**config.mk**
```make
export PLATFORM = sky130hd
export DESIGN_NAME = flp_mul_arb
export DESIGN_NICKNAME = d
export VERILOG_FILES = /design/src/rtl/flp_mul_arb_pkg.sv /design/src/rtl/flp_mul_arb_rr.sv /design/src/rtl/flp_mul_arb.sv
export SDC_FILE = /design/constraint.sdc
export NUM_CORES = 1
export LEC_CHECK = 0
export ABC_AREA = 1
export CAP_MARGIN = 20
export CORE_AREA = 4 4 152 154
export CTS_BUF_LIST = sky130_fd_sc_hd__clkbuf_4
export DETAILED_ROUTE_END_ITERATION = 7
export DIE_AREA = 0 0 156 158
export HOLD_SLACK_MARGIN = 0.03
export PLACE_DENSITY = 0.78
export SETUP_SLACK_MARGIN = 0.05
export SLEW_MARGIN = 20
export SYNTH_ARGS = -nofsm -noshare
export SYNTH_HDL_FRONTEND = slang
export SYNTH_SLANG_ARGS = --single-unit
```
**constraint.sdc**
```tcl
create_clock -name clk -period 4.7 [get_ports clk]
set_input_delay 0.47 -clock clk [delete_from_list [all_inputs] [get_ports clk]]
set_output_delay 0.47 -clock clk [all_outputs]
set_load 0.005 [all_outputs]
```
**src/rtl/flp_mul_arb_pkg.sv**
```systemverilog
// Shared types and width helpers for the FP multiplier scheduler.
package flp_mul_arb_pkg;

    typedef enum logic [1:0] {
        RUN     = 2'd0,
        DRAIN   = 2'd1,
        DRAINED = 2'd2
    } state_e;

    function automatic int unsigned tag_width(input int unsigned nreq);
        return $clog2(nreq);
    endfunction

    function automatic int unsigned flp_width(input int unsigned ewidth, input int unsigned swidth);
        return 1 + ewidth + swidth;
    endfunction

endpackage

```
**src/rtl/flp_mul_arb_rr.sv**
```systemverilog
// Combinational round-robin picker: first set request at or above ptr, wrapping.
module flp_mul_arb_rr #(
    parameter int unsigned NREQ  = 4,
    parameter int unsigned TAG_W = 2
) (
    input  logic [NREQ-1:0]  req,
    input  logic [TAG_W-1:0] ptr,
    output logic [NREQ-1:0]  gnt,
    output logic [TAG_W-1:0] idx,
    output logic             any
);

    always_comb begin
        logic [TAG_W-1:0] k;
        gnt = '0;
        idx = '0;
        any = 1'b0;
        k   = '0;
        for (int unsigned i = 0; i < NREQ; i++) begin
            k = TAG_W'((32'(ptr) + i) % NREQ);
            if (!any && req[k]) begin
                any    = 1'b1;
                gnt[k] = 1'b1;
                idx    = k;
            end
        end
    end

endmodule

```
**src/rtl/flp_mul_arb.sv**
```systemverilog
// Round-robin scheduler sharing one fixed-latency pipelined FP multiplier among NREQ
// requesters, with tag tracking for response steering and a drain handshake.
module flp_mul_arb
    import flp_mul_arb_pkg::*;
#(
    parameter int unsigned NREQ    = 4,
    parameter int unsigned EWIDTH  = 8,
    parameter int unsigned SWIDTH  = 23,
    parameter int unsigned RSWIDTH = 2,
    parameter int unsigned MUL_LAT = 3,
    localparam int unsigned W      = flp_width(EWIDTH, SWIDTH)
) (
    input  logic              clk,
    input  logic              rst,
    input  logic [NREQ-1:0]   i_req_valid,
    input  logic [NREQ*W-1:0] i_req_a,
    input  logic [NREQ*W-1:0] i_req_b,
    output logic [NREQ-1:0]   o_req_ready,
    output logic              o_mul_issue,
    output logic [W-1:0]      o_mul_a,
    output logic [W-1:0]      o_mul_b,
    input  logic [W-1:0]      i_mul_p,
    output logic [NREQ-1:0]   o_rsp_valid,
    output logic [W-1:0]      o_rsp_p,
    input  logic              i_drain,
    output logic              o_drained,
    output logic              o_busy
);

    localparam int unsigned TAG_W = tag_width(NREQ);

    if (NREQ < 2 || NREQ > 8 || MUL_LAT < 1 || RSWIDTH < 1) begin : g_param_check
        $error("flp_mul_arb: unsupported parameter combination");
    end

    state_e            state;
    logic [TAG_W-1:0]  rr_ptr;
    logic [TAG_W-1:0]  issue_tag;
    logic [MUL_LAT-1:0] tag_vld;
    logic [TAG_W-1:0]  tag_pipe [MUL_LAT];

    logic [W-1:0]      req_a_arr [NREQ];
    logic [W-1:0]      req_b_arr [NREQ];
    logic [NREQ-1:0]   gnt;
    logic [TAG_W-1:0]  gnt_idx;
    logic              gnt_any;
    logic [TAG_W-1:0]  next_ptr;
    logic [NREQ-1:0]   rsp_onehot;

    for (genvar k = 0; k < NREQ; k++) begin : g_unpack
        assign req_a_arr[k] = i_req_a[k*W +: W];
        assign req_b_arr[k] = i_req_b[k*W +: W];
    end

    flp_mul_arb_rr #(
        .NREQ  (NREQ),
        .TAG_W (TAG_W)
    ) u_rr (
        .req (i_req_valid & {NREQ{state == RUN}}),
        .ptr (rr_ptr),
        .gnt (gnt),
        .idx (gnt_idx),
        .any (gnt_any)
    );

    assign o_req_ready = gnt;
    assign next_ptr    = (gnt_idx == TAG_W'(NREQ - 1)) ? '0 : gnt_idx + 1'b1;
    assign rsp_onehot  = NREQ'(1) << tag_pipe[MUL_LAT-1];
    // Response register is deliberately excluded: once a tag leaves the pipe it is done.
    assign o_busy      = o_mul_issue | (|tag_vld);

    always_ff @(posedge clk or posedge rst) begin
        if (rst) begin
            rr_ptr      <= '0;
            o_mul_issue <= 1'b0;
            o_mul_a     <= '0;
            o_mul_b     <= '0;
            issue_tag   <= '0;
            tag_vld     <= '0;
            for (int i = 0; i < MUL_LAT; i++) tag_pipe[i] <= '0;
            o_rsp_valid <= '0;
            o_rsp_p     <= '0;
        end else begin
            o_mul_issue <= gnt_any;
            if (gnt_any) begin
                o_mul_a   <= req_a_arr[gnt_idx];
                o_mul_b   <= req_b_arr[gnt_idx];
                issue_tag <= gnt_idx;
                rr_ptr    <= next_ptr;
            end

            tag_vld[0]  <= o_mul_issue;
            tag_pipe[0] <= issue_tag;
            for (int i = MUL_LAT - 1; i > 0; i--) begin
                tag_vld[i]  <= tag_vld[i-1];
                tag_pipe[i] <= tag_pipe[i-1];
            end

            if (tag_vld[MUL_LAT-1]) begin
                o_rsp_valid <= rsp_onehot;
                o_rsp_p     <= i_mul_p;
            end else begin
                o_rsp_valid <= '0;
            end
        end
    end

    always_ff @(posedge clk or posedge rst) begin
        if (rst) begin
            state     <= RUN;
            o_drained <= 1'b0;
        end else begin
            case (state)
                RUN: begin
                    if (i_drain) state <= DRAIN;
                end
                DRAIN: begin
                    if (!i_drain) begin
                        state <= RUN;
                    end else if (!o_busy) begin
                        state     <= DRAINED;
                        o_drained <= 1'b1;
                    end
                end
                DRAINED: begin
                    if (!i_drain) begin
                        state     <= RUN;
                        o_drained <= 1'b0;
                    end
                end
                default: begin
                    state     <= RUN;
                    o_drained <= 1'b0;
                end
            endcase
        end
    end

endmodule

```
==> results of run 1 <==
-- cell usage after synthesis (4+ instances only) --
| cell type | n |
|---|---|
| buf_1 | 5 |
| buf_2 | 37 |
| buf_4 | 5 |
| clkbuf_1 | 12 |
| dfrtp_1 | 117 |
| ha_1 | 9 |
| inv_1 | 165 |
| inv_2 | 5 |
| nand2_1 | 497 |
| nand3_1 | 124 |
| nand3b_1 | 21 |
| nor2_1 | 6 |
| nor3_1 | 4 |
| o2111ai_1 | 4 |
| o211ai_1 | 50 |
-- layout make-up --
class	count	area, um2
Clock inverter	15	145
Inverter	171	644
Fill cell	2092	10000
Timing Repair Buffer	411	4100
Antenna cell	1	2.50
Sequential cell	117	2930
Tap cell	280	350
Multi-Input combinational cell	733	3370
Clock buffer	17	128
-- state kept, by name (all words and copies together) (netlist names) --
signal / flops
o_mul_a: 32
o_mul_b: 32
o_rsp_p: 32
tag_pipe: 6
o_rsp_valid: 4
tag_vld: 3
issue_tag: 2
rr_ptr: 2
state: 2
o_drained: 1
o_mul_issue: 1
-- power by group through the flow --
stage | Combinational [mW] | Clock, mW | Sequential (mW)
6_report | 5.90 | 0.737 | 1.88
5_1_grt | 6.66 | 0.807 | 1.93
2_1_floorplan | 3.82 | 0 | 1.85
4_1_cts | 5.98 | 0.763 | 1.88
3_5_place_dp | 5.97 | 0 | 1.89
3_3_place_gp | 5.82 | 0 | 1.87
-- cells by family (layout without fill, tap and decap cells) --
family                     count (synthesis)  after routing  share of synthesized area (%)
other                                      0              1                              0
buffers and inverters                    232            614                           13.1
AOI/OAI and AO/OA                         59             59                           6.04
DFF                                      117            117                           40.5
and+or+nand+nor                          665            665                           38.8
adders and majority gates                  9              9                           1.56
-- critical path: cells and delay by family (launching register included) --
kind,cells,cell delay [ns]
compound gates,1,0.10
fa+ha+maj,1,0.38
buf+inv,3,0.82
flops,1,0.61
simple gates,5,0.71
-- through the flow --
stage / power [mW] / setup WS [ns]
2_1_floorplan: 5.67 / 1.13
3_3_place_gp: 7.69 / 1.57
3_5_place_dp: 7.85 / 1.43
4_1_cts: 8.62 / 1.04
5_1_grt: 9.40 / 0.792
6_report: 8.51 / 1.04
-- per-layer routing --
| metal | part of all wire (%) | track usage [%] |
|---|---|---|
| met5 | 0 | 0 |
| met4 | 3.0 | 8.46 |
| met3 | 8.6 | 5.96 |
| met2 | 49 | 36.3 |
| met1 | 39 | 25.7 |
-- final timing paths --
kind	from	to	slack [ns]	cells past startpoint
min	rst	o_mul_b[29]	0.30	2
max reg2reg	rr_ptr[0]	o_mul_b[12]	1.46	11
min in group clk	tag_pipe[5]	tag_pipe[3]	0.33	0
max in group asynchronous	rst	o_mul_b[15]	3.37	3
min reg2reg	tag_pipe[5]	tag_pipe[3]	0.33	0
max	rr_ptr[0]	o_req_ready[1]	1.04	10
==> flow_summary.toml, run 1 <==
[run_status]
status = "finished, final reports clean"

[flow_run]
maxCapViolCount = 0

[final_layout]
drive_above_1_share_pct = 4.17
layout.nets = 1755
layout_common_cells = "nand2_1, clkdlybuf4s50_1, inv_1"
area_growth_pct = 61.4
layout_commonest_cell = "nand2_1"
fin_area_mm2 = 0.0117
fin_util_pct = 53.8
stdcell_count = 1745

[power]
comb_power_share_pct = 69.3
p_leak_nw = 5.87
clkPwrFrac_pct = 8.7
power_frac_seq_pct = 22.1
p_switching_mw = 4.32
vdd.ir_drop.worst_uv = 750
internal-power_mw = 4.19
power_per_cell_area_mw_per_mm2 = 729
p_sw_share_pct = 50.8

[detailed_routing]
drc_errors = 0
wl_um = 27900
drt-initial-drc-count = 536
drtPass1Iterations = 8
vias = 8227
ant_nets = 0
wl_per_cell_um = 16.0
viasPerCell = 4.71

[synthesis]
syn_avg_cell_area_um2 = 6.69
synth_top_area_share_pct = 40.5
ys_ff_latch = 117
synth_top_area_cell = "dfrtp_1"
synth_edf_count = 0
async_reset_ff_share_pct = 100
yosys_warnings = 0
synth_ff_type = "dfrtp_1"
synthCells = 1082
syn_nets = 1386
yosys-top-cells-area = "dfrtp_1, nand2_1, nand3_1"
ys_seq_area_share_pct = 40.5
syn_area_mm2 = 0.00723
synth_cell_type_count = 27

[critical_path]
start_kind = "flip-flop"
critical_path.max_fanout = 11
required_ns = 4.23
cp_common_cell = "nand3_1"
crit_path_max_incr_delay_ns = 0.61
crit_type = "flip-flop to output port"
critPathSlowestCell = "dfrtp_1"
cp-end-kind = "output port"
crit_arrival_ns = 3.19
path_cells = "inv_2 -> ha_1 -> inv_1 -> nand3_1 -> nand2_2 -> nand3_1 -> nor2_1 -> nand2_1 -> o2111ai_1 -> clkdlybuf4s50_1"

[clock_tree]
clockRootBuffer = "clkbuf_4"
post_cts_buffers = 0
cts_tree = "built"
path_clk_slew_ns = 0.13
ctsHtreeMaxLevel = 4
clk-insertion-delay-late_ns = 0.55
cts_hold_buf = 0
ctsResizeCount = 0
cts_made_buffers = 17
cts_buffer_depth = 2
cts.sinks = 117

[global_route]
overflow = 0
antenna_found_initial = 1
grt_pass1_vias = 7805
grt_max_degree = 92
grt_pass1_wl_um = 41400
track_usage_pct = 21.4

[floorplanning]
coreArea_mm2 = 0.0217
die_w_um = 156
std_cell_rows = 54
io_pins = 402
initial_core_util_pct = 33.4
die-area_mm2 = 0.0246
die_h_um = 158

[sta]
setup_viol = 0
tns_ns = 0
skew_ns = 0.0211
tightestPinTransition_ns = 1.02
slew_headroom_pct = 31.5
max_freq_ghz = 0.273
fin_crit_ns = 3.66
drv_slew = 0
rsz0062_at_grt = "no"
final-hold-violation-count = 0
fin_hold_ws_ns = 0.304
fin_crit_sh_pct = 77.8

[hold_path]
hp-class = "input pin to asynchronous set/reset pin"

[placement]
io_buffers = 401
dp.final_hpwl_um = 21400
placed_cells = 1712
gp_congestion = 0.915
dpl_cell_area_mm2 = 0.0114
Power figures use the tool's default switching activity.
==> run 2: changes to the inputs <==
- clock period: 4.7 -> 3.75 ns (I/O delays scaled with it)
==> run 2 against run 1 <==
  * Routed wire length decreased by 1.8%
  * Non-clock buffer count is 4 higher
  * Register-to-register slack worse by 0.51 ns
  * Combinational power is 28% higher
  * Setup slack got worse by 0.64 ns
==> flow_summary.toml, run 2 (synthesized netlist as in run 1, its figures left out) <==
[run_status]
status = "finished, final reports clean"

[sta]
setup_viol = 0
final-hold-violation-count = 0
rsz0062_at_grt = "no"
tightestPinTransition_ns = 0.960
fin_hold_ws_ns = 0.305
tns_ns = 0
drv_slew = 0
fin_crit_sh_pct = 89.3
slew_headroom_pct = 35.6
max_freq_ghz = 0.298
skew_ns = 0.0176
fin_crit_ns = 3.35

[clock_tree]
clockRootBuffer = "clkbuf_4"
cts_tree = "built"
cts_made_buffers = 17
path_clk_slew_ns = 0.12
ctsHtreeMaxLevel = 4
ctsResizeCount = 0
post_cts_buffers = 0
cts_hold_buf = 0
cts_buffer_depth = 2
clk-insertion-delay-late_ns = 0.51
cts.sinks = 117

[critical_path]
cp-end-kind = "output port"
path_cells = "inv_1 -> ha_1 -> inv_1 -> nand3_1 -> nand2_2 -> nand3_1 -> nor2_1 -> nand2_1 -> o2111ai_1 -> clkdlybuf4s50_1"
r2r-end = "o_mul_a[29]"
r2r_cells = 12
r2r_start = "rr_ptr[1]"
critPathSlowestCell = "clkdlybuf4s50_1"
start_kind = "flip-flop"
required_ns = 3.38
crit_type = "flip-flop to output port"
crit_path_max_incr_delay_ns = 0.54
rrSetupSlack_ns = 0.95
crit_arrival_ns = 2.98
critical_path.max_fanout = 8

[floorplanning]
die_h_um = 158
io_pins = 402
initial_core_util_pct = 33.4
die_w_um = 156
std_cell_rows = 54
die-area_mm2 = 0.0246
coreArea_mm2 = 0.0217

[power]
p_leak_nw = 5.88
totalPowerFinal_mw = 10.7
vdd.ir_drop.worst_uv = 540
p_switching_mw = 5.38
internal-power_mw = 5.37
clkPwrFrac_pct = 8.0
power_per_cell_area_mw_per_mm2 = 916
comb_power_share_pct = 70.5
p_sw_share_pct = 50.0
power_frac_seq_pct = 21.5

[global_route]
grt_pass1_wl_um = 41500
antenna_found_initial = 1
overflow = 0
grt_max_degree = 77
grt_pass1_vias = 7871
track_usage_pct = 21.3

[flow_run]
maxCapViolCount = 0

[final_layout]
layout.nets = 1759
drive_above_1_share_pct = 4.36
reg_top3 = "o_mul_a x32, o_mul_b x32, o_rsp_p x32"
area_growth_pct = 62.2
layout_common_cells = "nand2_1, clkdlybuf4s50_1, inv_1"
layout_commonest_cell = "nand2_1"

[placement]
dp.final_hpwl_um = 21400
gp_congestion = 0.891
io_buffers = 401

[detailed_routing]
drt-initial-drc-count = 488
wl_um = 27400
viasPerCell = 4.70
wl_per_cell_um = 15.7
vias = 8221
ant_nets = 0
drc_errors = 0
drtPass1Iterations = 5

[hold_path]
hp-class = "input pin to asynchronous set/reset pin"
==> run 2: cell count changes in the layout (fill, tap and decap cells not counted), sizes merged <==
cell      before  now
buf           10   14
clkinvlp       2    4
inv          176  174
diode          1    2
==> run 2: worst max path at each step <==
stage               cells after the start       from              to  slack [ns]
floorplan                               1        rst    issue_tag[0]        0.27
global placement                       12  rr_ptr[0]     o_mul_a[29]        0.94
detailed placement                     12  rr_ptr[0]     o_mul_a[29]        0.87
CTS                                    10  rr_ptr[0]  o_req_ready[1]        0.26
global route                           10  rr_ptr[1]  o_req_ready[0]        0.11
finish                                 10  rr_ptr[1]  o_req_ready[0]        0.40
==> run 2: layout make-up <==
| class | count | area, um2 |
|---|---|---|
| Clock buffer | 17 | 128 |
| Sequential cell | 117 | 2930 |
| Timing Repair Buffer | 415 | 4170 |
| Fill cell | 2051 | 9960 |
| Antenna cell | 2 | 5.00 |
| Inverter | 171 | 644 |
| Tap cell | 280 | 350 |
| Multi-Input combinational cell | 733 | 3370 |
| Clock inverter | 15 | 130 |
==> run 2: power by group through the flow <==
stage / clock network [mW] / logic, mW / registers, mW
4_1_cts: 0.903 / 7.71 / 2.30
5_1_grt: 0.961 / 8.55 / 2.38
3_3_place_gp: 0 / 7.53 / 2.30
3_5_place_dp: 0 / 7.69 / 2.32
2_1_floorplan: 0 / 4.78 / 2.32
6_report: 0.857 / 7.58 / 2.31
==> run 2: layer usage <==
metal / global-route usage [%] / part of all wire (%) / vias to the layer above
li1: - / - / 4069
met1: 25.5 / 38 / 3733
met2: 37.2 / 50 / 374
met3: 5.55 / 8.9 / 45
met4: 7.54 / 2.6 / 0
met5: 0 / 0 / -
==> run 2: critical path, delay by kind of cell (launching register included) <==
family	cells	cell delay, ns
flip-flops	1	0.48
AO/OA/AOI/OAI	1	0.10
buffers and inverters	3	0.89
adder cells (fa/ha/maj)	1	0.33
AND/OR/NAND/NOR	5	0.67
==> run 2: metrics by stage <==
step | worst slack [ns] | std cells | util [%] | area (um2)
2_1_floorplan | 0.274 | 1082 | - | 7230
3_3_place_gp | 0.941 | 1716 | 52.9 | 11500
3_5_place_dp | 0.871 | 1716 | 52.9 | 11500
4_1_cts | 0.265 | 1748 | 54.0 | 11700
5_1_grt | 0.112 | 1750 | 54.1 | 11700
6_report | 0.400 | 1750 | 54.1 | 11700
==> RTL edit 1, RTL diff (settings of run 1) <==
Make the reset (`rst`) synchronous in 2 clocked blocks.
--- a/src/rtl/flp_mul_arb.sv
+++ b/src/rtl/flp_mul_arb.sv
@@ -69,7 +69,7 @@
     // Response register is deliberately excluded: once a tag leaves the pipe it is done.
     assign o_busy      = o_mul_issue | (|tag_vld);
 
-    always_ff @(posedge clk or posedge rst) begin
+    always_ff @(posedge clk) begin
         if (rst) begin
             rr_ptr      <= '0;
             o_mul_issue <= 1'b0;
@@ -105,7 +105,7 @@
         end
     end
 
-    always_ff @(posedge clk or posedge rst) begin
+    always_ff @(posedge clk) begin
         if (rst) begin
             state     <= RUN;
             o_drained <= 1'b0;
Function: differs if rst is asserted again (counterexample within 4 cycles, from zero or initial values and one cycle with rst high); with rst held inactive, the same outputs for 4 cycles.
==> RTL edit 1 against run 1 <==
Area after synthesis down 3.9%; via count up 3.5%; power down 17%; hold slack better by 86 ps; final area down 3.3%; maximum frequency up 3.2%; worst setup slack better by 110 ps; sequential cell count unchanged; routed wire length down 4.6%; utilization down 1.8 points; clock skew down 4.5 ps; first-iteration DRC count down 3.7%; register-to-register slack better by 50 ps; critical path type unchanged; critical endpoint is now o_req_ready[0]; largest cell class unchanged.
==> RTL edit 1: results (changes against run 1) <==
[power_and_ir_drop]
vdd.ir_drop.worst_mv=0.408  ; was 0.750 mV
power_switching_share_pct=50.7  ; was 50.8%
part_of_the_total_power_dissipated_in_the_clock_network_pct=11.5  ; was 8.7%
power_frac_seq_pct=20.3  ; was 22.1%

[cells_and_area]
layout.nets=1851  ; was 1755
n_fill_cell=2165  ; was 2092
layout.core_utilization_pct=52.1  ; was 53.8%

[placed_design]
placedCellCount=1808  ; was 1712
placedInstanceArea_sq_um=11000  ; was 11400 sq um
place_worst_setup_slack_ps=1560  ; was 1430 ps
dp.final_hpwl_mm=20.5  ; was 21.4 mm
gpl.final_weighted_congestion=0.868  ; was 0.915

[setup_path]
critical_path.endpoint=o_req_ready[0]  ; was o_req_ready[1]
crit-reg2reg-capture=o_mul_a[28]  ; was o_mul_b[12]
reg2reg_setup_slack_ps=1510  ; was 1460 ps
path_depth_of_the_worst_reg2reg_path=16  ; was 11
crit_path_max_fanout=12  ; was 11
crit-reg2reg-launch=rr_ptr[0]  ; unchanged

[timing]
worst_clock_skew_ps=16.6  ; was 21.1 ps
slew-limit-headroom_pct=30.8  ; was 31.5%

[detailed_routing]
via_per_inst=4.62  ; was 4.71
detail_route.wl_per_cell_um=14.5  ; was 16.0 um
dr.pass1.iters=5  ; was 8
routed_wl_mm=26.7  ; was 27.9 mm
initialDrtViolationCount=516  ; was 536

[grt]
grt_pass1_vias=8041  ; was 7805
grtUsageTotal_pct=20.2  ; was 21.4%
grt_start_max_net_pins=97  ; was 92

[clocking]
clock_insertion_delay_worst_skew_ps=530  ; was 550 ps

[synthesis]
synth_async_sr_flop_share_pct=0  ; was 100%
synthesis.area_per_instance_sq_um=5.82  ; was 6.69 sq um
mappedNetlistNets=1498  ; was 1386
synth_sequential_area_ratio_pct=33.7  ; was 40.5%
synth_top_cells_by_count=448 x nand2_1, 272 x nor2_1, 143 x nand3_1, 117 x dfxtp_1, 56 x inv_1  ; was 497 x nand2_1, 165 x inv_1, 124 x nand3_1, 117 x dfrtp_1, 50 x o211ai_1

[run_status]
run_status=complete, no violations  ; unchanged

## RTL edit 1: changes by cell type after synthesis, sizes merged, moves of 5 or more
cell | run 1 | this run
nand3b | 21 | 1
o211ai | 50 | 3
o21ai | 3 | 34
nand2 | 501 | 452
nand3 | 126 | 148
dfxtp | 0 | 117
nor2 | 11 | 276
a21oi | 1 | 6
dfrtp | 117 | 0
clkbuf | 12 | 22
inv | 170 | 60
buf | 49 | 56
## RTL edit 1: area by class of cell
class / count / area share, %
repair buffers: 412 / 36.2
multi-input cells: 938 / 35.1
flip-flops and latches: 117 / 20.7
well taps: 280 / 3.10
inverters: 61 / 2.04
clock inverters: 14 / 1.55
clock buffers: 18 / 1.20
diodes: 1 / 0.0222
## RTL edit 1: worst min-delay path by stage
stage	slack [ps]	depth (start not counted)	from	endpoint
floorplan	390	2	tag_pipe[0][0]	tag_pipe[0][2]
global placement	390	2	tag_pipe[0][3]	tag_pipe[0][5]
detailed placement	390	2	tag_pipe[0][2]	tag_pipe[0][4]
CTS	390	2	tag_pipe[0][0]	tag_pipe[0][2]
global route	420	2	tag_pipe[0][3]	tag_pipe[0][5]
finish	390	2	tag_pipe[0][0]	tag_pipe[0][2]
## RTL edit 1: cells by family after synthesis
kind of cell / Yosys count / synth area share, %
buf+inv: 139 / 9.59
simple gates: 881 / 51.3
flops: 117 / 33.7
compound gates: 48 / 3.76
fa+ha+maj: 9 / 1.62
## RTL edit 1: metal layers
metal  routed length [um]  vias to the layer above  GRT usage, %
met4                  743                        0          7.09
met3                 2340                       40          5.93
met5                    0                        -             0
met1                10200                     3746          22.0
li1                     -                     4391             -
met2                13400                      337          37.1
==> RTL edit 2, RTL diff (flow settings as in run 1) <==
Made on the original files. The parameter `MUL_LAT` goes from 3 to 6.
--- a/src/rtl/flp_mul_arb.sv
+++ b/src/rtl/flp_mul_arb.sv
@@ -7,7 +7,7 @@
     parameter int unsigned EWIDTH  = 8,
     parameter int unsigned SWIDTH  = 23,
     parameter int unsigned RSWIDTH = 2,
-    parameter int unsigned MUL_LAT = 3,
+    parameter int unsigned MUL_LAT = 6,
     localparam int unsigned W      = flp_width(EWIDTH, SWIDTH)
 ) (
     input  logic              clk,
Check against the original RTL: not equivalent (Yosys sat finds a counterexample within 10 cycles, from zero or initial values and one cycle with rst high).
==> RTL edit 2 against run 1 <==
Power decreased by 8.0%; global-route usage about the same; routed wire length decreased by 1.5%; worst setup slack improved by 37 ps; critical path depth decreased by 2; area after synthesis increased by 1.3%; hold slack improved by 55 ps; final area increased by 1.1%; sequential cell count increased by 9; highest routed layer unchanged.
==> RTL edit 2: results (changes against run 1) <==
[power_and_ir_drop]
vdd.ir_drop.worst_mv=0.557  ; was 0.750 mV
p_leak_nw=5.80  ; was 5.87 nW

[grt]
grt_start_max_net_pins=127  ; was 92
grt_first_pass_wirelength_mm=41.5  ; was 41.4 mm
grt_antenna_before_repair=2  ; was 1
grtUsageTotal_pct=21.4  ; about the same
grt_pass1_vias=7858  ; was 7805

[clocking]
cts_root_buf=clkbuf_4  ; unchanged
worst_setup_hold_path_clk_slew_ps=130  ; about the same
post_cts_resize_count=0  ; unchanged
clk_path_buf_depth=2  ; unchanged
clock_insertion_delay_worst_skew_ps=540
numCtsBuffers=17  ; unchanged
cts_setup_buffers=0  ; unchanged
clock_tree.htree_level_count=4  ; unchanged

[placed_design]
gpl.final_weighted_congestion=0.919  ; was 0.915
placedCellCount=1687  ; was 1712
place_worst_setup_slack_ps=1110  ; was 1430 ps
dp.final_hpwl_mm=20.6  ; was 21.4 mm
numPortBuffers=401  ; unchanged

[cells_and_area]
largest_registers=o_mul_a x32, o_mul_b x32, o_rsp_p x32  ; unchanged
n_fill_cell=2009  ; was 2092
post_route_cells_drive_above_1_share_pct=4.93  ; was 4.17%

[detailed_routing]
routed_wl_mm=27.5  ; was 27.9 mm
via_per_inst=4.70  ; was 4.71
dr.pass1.iters=7  ; was 8
detail_route.wl_per_cell_um=16.0  ; about the same
initialDrtViolationCount=497  ; was 536

[synthesis]
synth_sequential_area_ratio_pct=43.0  ; was 40.5%
yosys_warnings=0  ; unchanged
yosysUniqueCellTypes=32  ; was 27
synth_area_leaders=dfrtp_1 43%, nand2_1 24%, nand3_1 9.5%  ; was dfrtp_1 40%, nand2_1 26%, nand3_1 8.6%
mappedNetlistNets=1358  ; was 1386
synth_async_sr_flop_share_pct=100  ; unchanged
synth_top_cells_by_count=470 x nand2_1, 139 x nand3_1, 133 x inv_1, 126 x dfrtp_1, 34 x o211ai_1  ; was 497 x nand2_1, 165 x inv_1, 124 x nand3_1, 117 x dfrtp_1, 50 x o211ai_1
synthesis.area_per_instance_sq_um=6.95  ; was 6.69 sq um

[run_status]
run_status=complete, no violations  ; unchanged

[worst_hold_path]
min_path_type=flop to flop  ; was input pin to asynchronous set/reset pin

[setup_path]
timing.critical_path.slowest_stage_cell=dfrtp_1  ; unchanged
critical_path.endpoint=o_req_ready[2]  ; was o_req_ready[1]
startpoint=rr_ptr[0]  ; unchanged
path_depth_of_the_worst_reg2reg_path=12  ; was 11
crit_path_max_fanout=11  ; unchanged
critical-path-max-stage-delay_ps=610  ; about the same
crit-reg2reg-capture=rr_ptr[1]  ; was o_mul_b[12]
cpLargestDelayFamily=buffers and inverters  ; unchanged
timing.critical_path.arrival_ps=3150  ; was 3190 ps

[timing]
slew-limit-headroom_pct=37.1  ; was 31.5%
worst_clock_skew_ps=24.2  ; was 21.1 ps
timing.final.ws_setup_ps=1080  ; was 1040 ps

==> RTL edit 2: worst min path at each step <==
stage	startpoint	to	slack, ps	depth (start not counted)
floorplan	tag_pipe[2]	tag_pipe[0]	330	0
global placement	tag_pipe[9]	tag_pipe[7]	330	0
detailed placement	tag_pipe[8]	tag_pipe[6]	330	0
CTS	tag_pipe[8]	tag_pipe[6]	360	0
global route	tag_pipe[7]	tag_pipe[5]	370	0
finish	tag_pipe[4]	tag_pipe[2]	360	0
==> RTL edit 2: per-stage QoR <==
step / utilization (%) / cell area (sq um)
2_1_floorplan: - / 7330
4_1_cts: 54.4 / 11800
6_report: 54.4 / 11800
3_5_place_dp: 53.1 / 11500
5_1_grt: 54.4 / 11800
3_3_place_gp: 53.1 / 11500
==> RTL edit 2: layout make-up <==
class	count	area [sq um]	share of cell area, %
Antenna cell	2	5.00	0.0424
Clock buffer	17	128	1.08
Clock inverter	15	145	1.23
Inverter	137	517	4.38
Multi-Input combinational cell	734	3400	28.8
Sequential cell	126	3150	26.7
Tap cell	280	350	2.97
Timing Repair Buffer	410	4110	34.8
==> RTL edit 2: layer usage <==
layer / track usage (%) / part of all wire (%)
met1: 25.6 / 40
met2: 35.6 / 47
met3: 6.48 / 9.2
met4: 9.59 / 3.7
met5: 0 / 0
==> RTL edit 2: logic make-up (layout without fill, tap and decap cells) <==
family / count (synthesis) / in the layout / share of synthesized area, %
adders and majority gates: 9 / 9 / 1.54
buffers and inverters: 194 / 579 / 10.9
AOI/OAI and AO/OA: 62 / 62 / 5.87
DFF: 126 / 126 / 43.0
other: 0 / 2 / 0
and+or+nand+nor: 663 / 663 / 38.6
==> RTL edit 2: report_power, final <==
group | internal [mW] | switching, mW
clock | 0.237 | 0.504
combinational | 2.11 | 3.08
sequential | 1.61 | 0.286
